File: config.mk
export PLATFORM = sky130hd
export DESIGN_NAME = alu_pipe_param
export DESIGN_NICKNAME = d
export VERILOG_FILES = /design/src/rtl/alu_pipe_param.sv
export SDC_FILE = /design/constraint.sdc
export NUM_CORES = 1
export LEC_CHECK = 0
export ABC_AREA = 1
export CAP_MARGIN = 20
export CORE_MARGIN = 2
export CORE_UTILIZATION = 45
export DETAILED_ROUTE_END_ITERATION = 8
export DONT_BUFFER_PORTS = 1
export PLACE_DENSITY = 0.6
export SKIP_CTS_REPAIR_TIMING = 1
export SLEW_MARGIN = 10
export SYNTH_ARGS = -nofsm -noshare
export SYNTH_HDL_FRONTEND = slang
export SYNTH_SLANG_ARGS = --single-unit
File: constraint.sdc
create_clock -name clk -period 1.1 [get_ports clk]
set_input_delay 0.22 -clock clk [delete_from_list [all_inputs] [get_ports clk]]
set_output_delay 0.22 -clock clk [all_outputs]
set_load 0.01 [all_outputs]
File: src/rtl/alu_pipe_param.sv
// alu_pipe_param: registered ALU (add/sub/compare/logic/shift) between operand issue and writeback; ALU_PIPE_MUL_EN adds multiply.
// Latency: 1 cycle per op; with ALU_PIPE_MUL_EN, opcode 1001 is a shift-add multiply with result WIDTH+1 cycles after accept.
// Backpressure: in_ready drops while en is low, while the output is stalled, or while a multiply is in flight.
module alu_pipe_param #(
    parameter int WIDTH = 32
) (
    input  logic             clk,
    input  logic             rst_n,
    input  logic             en,
    input  logic             in_valid,
    output logic             in_ready,
    input  logic [WIDTH-1:0] A,
    input  logic [WIDTH-1:0] B,
    input  logic [3:0]       opcode,
    output logic             out_valid,
    input  logic             out_ready,
    output logic [WIDTH-1:0] result,
    output logic             illegal
);
    localparam int SHW = $clog2(WIDTH);

    localparam logic [3:0] OP_ADD = 4'b0000;
    localparam logic [3:0] OP_LE  = 4'b0001;
    localparam logic [3:0] OP_SUB = 4'b0010;
    localparam logic [3:0] OP_LTU = 4'b0011;
    localparam logic [3:0] OP_AND = 4'b0100;
    localparam logic [3:0] OP_OR  = 4'b0101;
    localparam logic [3:0] OP_XOR = 4'b0110;
    localparam logic [3:0] OP_SLL = 4'b0111;
    localparam logic [3:0] OP_SRA = 4'b1000;
`ifdef ALU_PIPE_MUL_EN
    localparam logic [3:0] OP_MUL = 4'b1001;
`endif

    logic [SHW-1:0]   shamt;
    logic [WIDTH-1:0] alu_res;
    logic             alu_ill;
    logic             accept;
    logic             xfer;
    logic             is_mul;
    logic             idle;
    logic             mul_done;
    logic [WIDTH-1:0] mul_res;

    logic             out_valid_q, out_valid_d;
    logic [WIDTH-1:0] result_q, result_d;
    logic             illegal_q, illegal_d;

    // Only the low SHW bits of B select the shift; upper bits are ignored.
    assign shamt = B[SHW-1:0];

    always_comb begin
        alu_res = '0;
        alu_ill = 1'b0;
        case (opcode)
            OP_ADD:  alu_res = A + B;
            OP_LE:   alu_res[0] = ($signed(A) <= $signed(B));
            OP_SUB:  alu_res = A - B;
            OP_LTU:  alu_res[0] = (A < B);
            OP_AND:  alu_res = A & B;
            OP_OR:   alu_res = A | B;
            OP_XOR:  alu_res = A ^ B;
            OP_SLL:  alu_res = A << shamt;
            OP_SRA:  alu_res = $signed(A) >>> shamt;
`ifdef ALU_PIPE_MUL_EN
            OP_MUL:  alu_ill = 1'b0;
`endif
            default: alu_ill = 1'b1;
        endcase
    end

    assign xfer      = out_valid_q && out_ready;
    assign in_ready  = en && idle && (!out_valid_q || out_ready);
    assign accept    = in_valid && in_ready;

`ifdef ALU_PIPE_MUL_EN
    typedef enum logic [1:0] {IDLE, BUSY, DONE} state_e;

    state_e           state_q;
    logic [WIDTH-1:0] mcand_q;
    logic [WIDTH-1:0] mplier_q;
    logic [WIDTH-1:0] acc_q;
    logic [SHW-1:0]   cnt_q;

    assign is_mul   = (opcode == OP_MUL);
    assign idle     = (state_q == IDLE);
    assign mul_done = (state_q == DONE);
    assign mul_res  = acc_q;

    // One multiplier bit per BUSY cycle; the accumulator only keeps the low WIDTH bits.
    always_ff @(posedge clk or negedge rst_n) begin
        if (!rst_n) begin
            state_q  <= IDLE;
            mcand_q  <= '0;
            mplier_q <= '0;
            acc_q    <= '0;
            cnt_q    <= '0;
        end else begin
            case (state_q)
                IDLE: begin
                    if (accept && is_mul) begin
                        mcand_q  <= A;
                        mplier_q <= B;
                        acc_q    <= '0;
                        cnt_q    <= '0;
                        state_q  <= BUSY;
                    end
                end
                BUSY: begin
                    if (mplier_q[0]) begin
                        acc_q <= acc_q + mcand_q;
                    end
                    mcand_q  <= mcand_q << 1;
                    mplier_q <= mplier_q >> 1;
                    cnt_q    <= cnt_q + SHW'(1);
                    if (cnt_q == SHW'(WIDTH - 1)) begin
                        state_q <= DONE;
                    end
                end
                DONE:    state_q <= IDLE;
                default: state_q <= IDLE;
            endcase
        end
    end
`else
    assign is_mul   = 1'b0;
    assign idle     = 1'b1;
    assign mul_done = 1'b0;
    assign mul_res  = '0;
`endif

    // A new load always wins over a drain on the same edge, so out_valid stays high.
    always_comb begin
        out_valid_d = out_valid_q;
        result_d    = result_q;
        illegal_d   = illegal_q;
        if (accept && !is_mul) begin
            out_valid_d = 1'b1;
            result_d    = alu_res;
            illegal_d   = alu_ill;
        end else if (mul_done) begin
            out_valid_d = 1'b1;
            result_d    = mul_res;
            illegal_d   = 1'b0;
        end else if (xfer) begin
            out_valid_d = 1'b0;
        end
    end

    always_ff @(posedge clk or negedge rst_n) begin
        if (!rst_n) begin
            out_valid_q <= 1'b0;
            result_q    <= '0;
            illegal_q   <= 1'b0;
        end else begin
            out_valid_q <= out_valid_d;
            result_q    <= result_d;
            illegal_q   <= illegal_d;
        end
    end

    assign out_valid = out_valid_q;
    assign result    = result_q;
    assign illegal   = illegal_q;
endmodule
==> impl_metrics.csv <==
group,metric,value,unit
cells_and_area,seqCellArea,851,sq um
synthesis,synth_edf_count,0,
clock_network,cts_buffer_depth,2,
route,drtAntennaViolNets,0,
cells_and_area,area_growth,43.2,%
route,vias,16029,
synthesis,synth_top_area_share,23.5,%
synthesis,async_reset_ff_share,100,%
die,core,24300,sq um
placed_design,dpl.hpwl,46.3,mm
global_routing,overflow,0,
synthesis,synth_seq_cells,34,
die,initial_utilization,45.8,%
cells_and_area,fillers,2361,
timing,fin_ws,-0.610,ns
route,via_per_inst,5.81,
power_and_ir_drop,pwr_density_cell,683,nW/um^2
synthesis,syn_area,11100,sq um
cells_and_area,diodes,0,
clock_network,cts_tree,"built",
synthesis,synth.area.top_cells,"nand2_1 (24%), nand3_1 (21%), ha_1 (11%), inv_1 (9.4%), dfrtp_1 (7.6%)",
timing,slew_headroom,72.7,%
route,wl_met2,25.1,mm
critical_path,start_kind,"primary input",
cells_and_area,multi_input_area,10100,sq um
power_and_ir_drop,vdd_drop_max,0.674,mV
global_routing,grt_max_degree,66,
critical_path,crit_fanout,5,
critical_path,cp.required,1.29,ns
critical_path,crit_arrival,1.90,ns
timing,min_period,1.71,ns
route,drt_wl_total,59.1,mm
cells_and_area,utilization,65.6,%
clock_network,cts_buffers,5,
synthesis,ys_top_cells_by_count,"nand2_1 (699), nand3_1 (469), inv_1 (279)",
global_routing,grt_use_total,41.9,%
job,maxCapViolCount,0,
timing,max_clock_freq,585,MHz
cells_and_area,final_cells,2757,
synthesis,yosysUniqueCellTypes,46,
placed_design,place_inst,2721,
min_path,hold_class,"in2reg",
status,violations,"setup timing",
clock_network,htreeDepth,2,
cells_and_area,nets,2604,
synthesis,syn_avg_cell_area,5.22,sq um
die,die_x,161,um
cells_and_area,final_layout_size_suffix_gt1_share,31.3,%
global_routing,grt_pass1_vias,14293,
die,core.rowCount,57,
synthesis,ys.flop_type,"dfrtp_1",
placed_design,portBuffers,0,
placed_design,gp_congestion,1.07,
route,maxUsedRoutingLayer,"met4",
synthesis,yosysSeqAreaShare,7.63,%
clock_network,clk_pin_slew,0.06,ns
critical_path,crit_path_end_kind,"flip-flop",
synthesis,yosysMostFrequentCell,"nand2_1",
die,io_pins,108,
clock_network,cts_sinks,34,
clock_network,root_buffer,"clkbuf_16",
die,die_area,26000,sq um
route,drc,0,
timing,finClkSkew,0.00698,ns
global_routing,grt_antenna_before_repair,0,
power_and_ir_drop,power.leakage,8.59,nW
timing,finalHoldViolations,0,
route,drt_iter0_drc,2073,
die,die_y,161,um
timing,worstMarginPinSlew,0.405,ns
global_routing,grt_pass1_wl,83.0,mm
clock_network,clk_latency,0.30,ns
route,wl_met3,6.82,mm
synthesis,syn_nets,2307,
timing,period_share,155,%
timing,rsz0062_at_grt,"true",
synthesis,synth_warnings,0,
synthesis,synth_area_leader_cell,"nand2_1",
critical_path,path_class,"in2reg",
route,wl_per_cell,21.4,um
timing,finalSetupViolCount,35,
timing,finalMaxSlewViolations,0,
status,status,"finished with violations",
route,met1Wirelength,23.5,mm
route,drtPass1Iterations,5,
synthesis,syn_inst,2135,
cell usage in the layout (no fill, tap or decap), types with 4 or more instances in the layout:
| cell | instances |
|---|---|
| nor3_2 | 9 |
| inv_1 | 254 |
| o21ai_0 | 24 |
| inv_2 | 26 |
| a21oi_1 | 77 |
| nor2_4 | 22 |
| and2_1 | 8 |
| nand3_2 | 34 |
| nand4_1 | 27 |
| o21ai_1 | 27 |
| nor3_1 | 6 |
| nand2_4 | 31 |
| nor2_1 | 76 |
| o21bai_1 | 6 |
| buf_4 | 357 |
| dfrtp_1 | 34 |
| ha_2 | 4 |
| ha_4 | 32 |
| nand2_2 | 100 |
| o211ai_1 | 7 |
| buf_12 | 8 |
| o22ai_1 | 26 |
| clkinvlp_4 | 4 |
| a21oi_2 | 24 |
| nor2_2 | 30 |
| o21ai_2 | 8 |
| buf_6 | 20 |
| nand2_1 | 590 |
| a31oi_1 | 4 |
| ha_1 | 61 |
| nand3_1 | 430 |
| nand3_4 | 8 |
| inv_4 | 4 |
| clkbuf_16 | 10 |
cells by family after synthesis:
kind of cell	Yosys count	share of synthesized area, %
and+or+nand+nor	1391	54.9
buffers and inverters	396	15.6
AOI/OAI and AO/OA	214	10.5
adders and majority gates	99	11.2
DFF	34	7.63
xor gates and xnor gates	1	0.0786
worst paths after layout:
kind | from | end | slack, ns | depth (start not counted)
worst max-delay path | A[0] | result[6]$_DFFE_PN0P_ | -0.61 | 13
worst min-delay path | opcode[1] | result[0]$_DFFE_PN0P_ | 0.19 | 5
worst max register to register | out_valid$_DFFE_PN0P_ | result[12]$_DFFE_PN0P_ | -0.27 | 7
worst min register to register | result[4]$_DFFE_PN0P_ | result[4]$_DFFE_PN0P_ | 0.55 | 2
max in group asynchronous | rst_n | result[10]$_DFFE_PN0P_ | 0.42 | 2
min in group asynchronous | rst_n | result[5]$_DFFE_PN0P_ | 0.44 | 2
per-stage QoR:
stage	hold slack, ns	power [W]	setup slack [ns]	TNS (ns)	area (sq um)
final	0.192	0.0109	-0.610	-16.96	16000
after detailed placement	-0.0747	0.00792	-1.12	-31.07	13900
after global routing	0.222	0.0115	-0.719	-19.95	16000
after floorplan	-0.0756	0.00537	-0.907	-25.17	11300
after global placement	-0.0748	0.00786	-1.12	-30.36	13900
after CTS	-0.395	0.00952	-0.827	-21.51	14100
power by group:
part | internal, W | total (W) | switching (W)
clock | 0.000903 | 0.00158 | 0.000680
sequential | 0.00145 | 0.00172 | 0.000273
combinational | 0.00315 | 0.00759 | 0.00445
critical path: stages:
cell and delay [ns]:
clkinvlp_4 0.08, ha_4 0.17, fa_2 0.39, inv_4 0.10, nand3_2 0.11, nand3_4 0.12, nand2_1 0.07, nand3_1 0.11
o21ai_1 0.08, nor2_1 0.15, nand4_1 0.13, nand2_1 0.11, nand2_1 0.06
state kept, by name, indices dropped and copies added (netlist names):
name,count
result,32
out_valid,1
illegal,1
routing by layer:
metal | up-vias | track usage (%)
li1 | 7520 | -
met1 | 7342 | 54.7
met2 | 988 | 63.8
met3 | 179 | 10.8
met4 | 0 | 20.9
met5 | - | 0
area by class of cell:
cell class                      instances  share of cell area [%]
Multi-Input combinational cell       1705                    63.5
Timing Repair Buffer                  395                    20.6
Inverter                              291                    7.16
Sequential cell                        34                    5.33
Tap cell                              324                    2.54
Clock buffer                            7                   0.893
Clock inverter                          1                  0.0314
No activity file was read; power rests on OpenSTA's default activity.
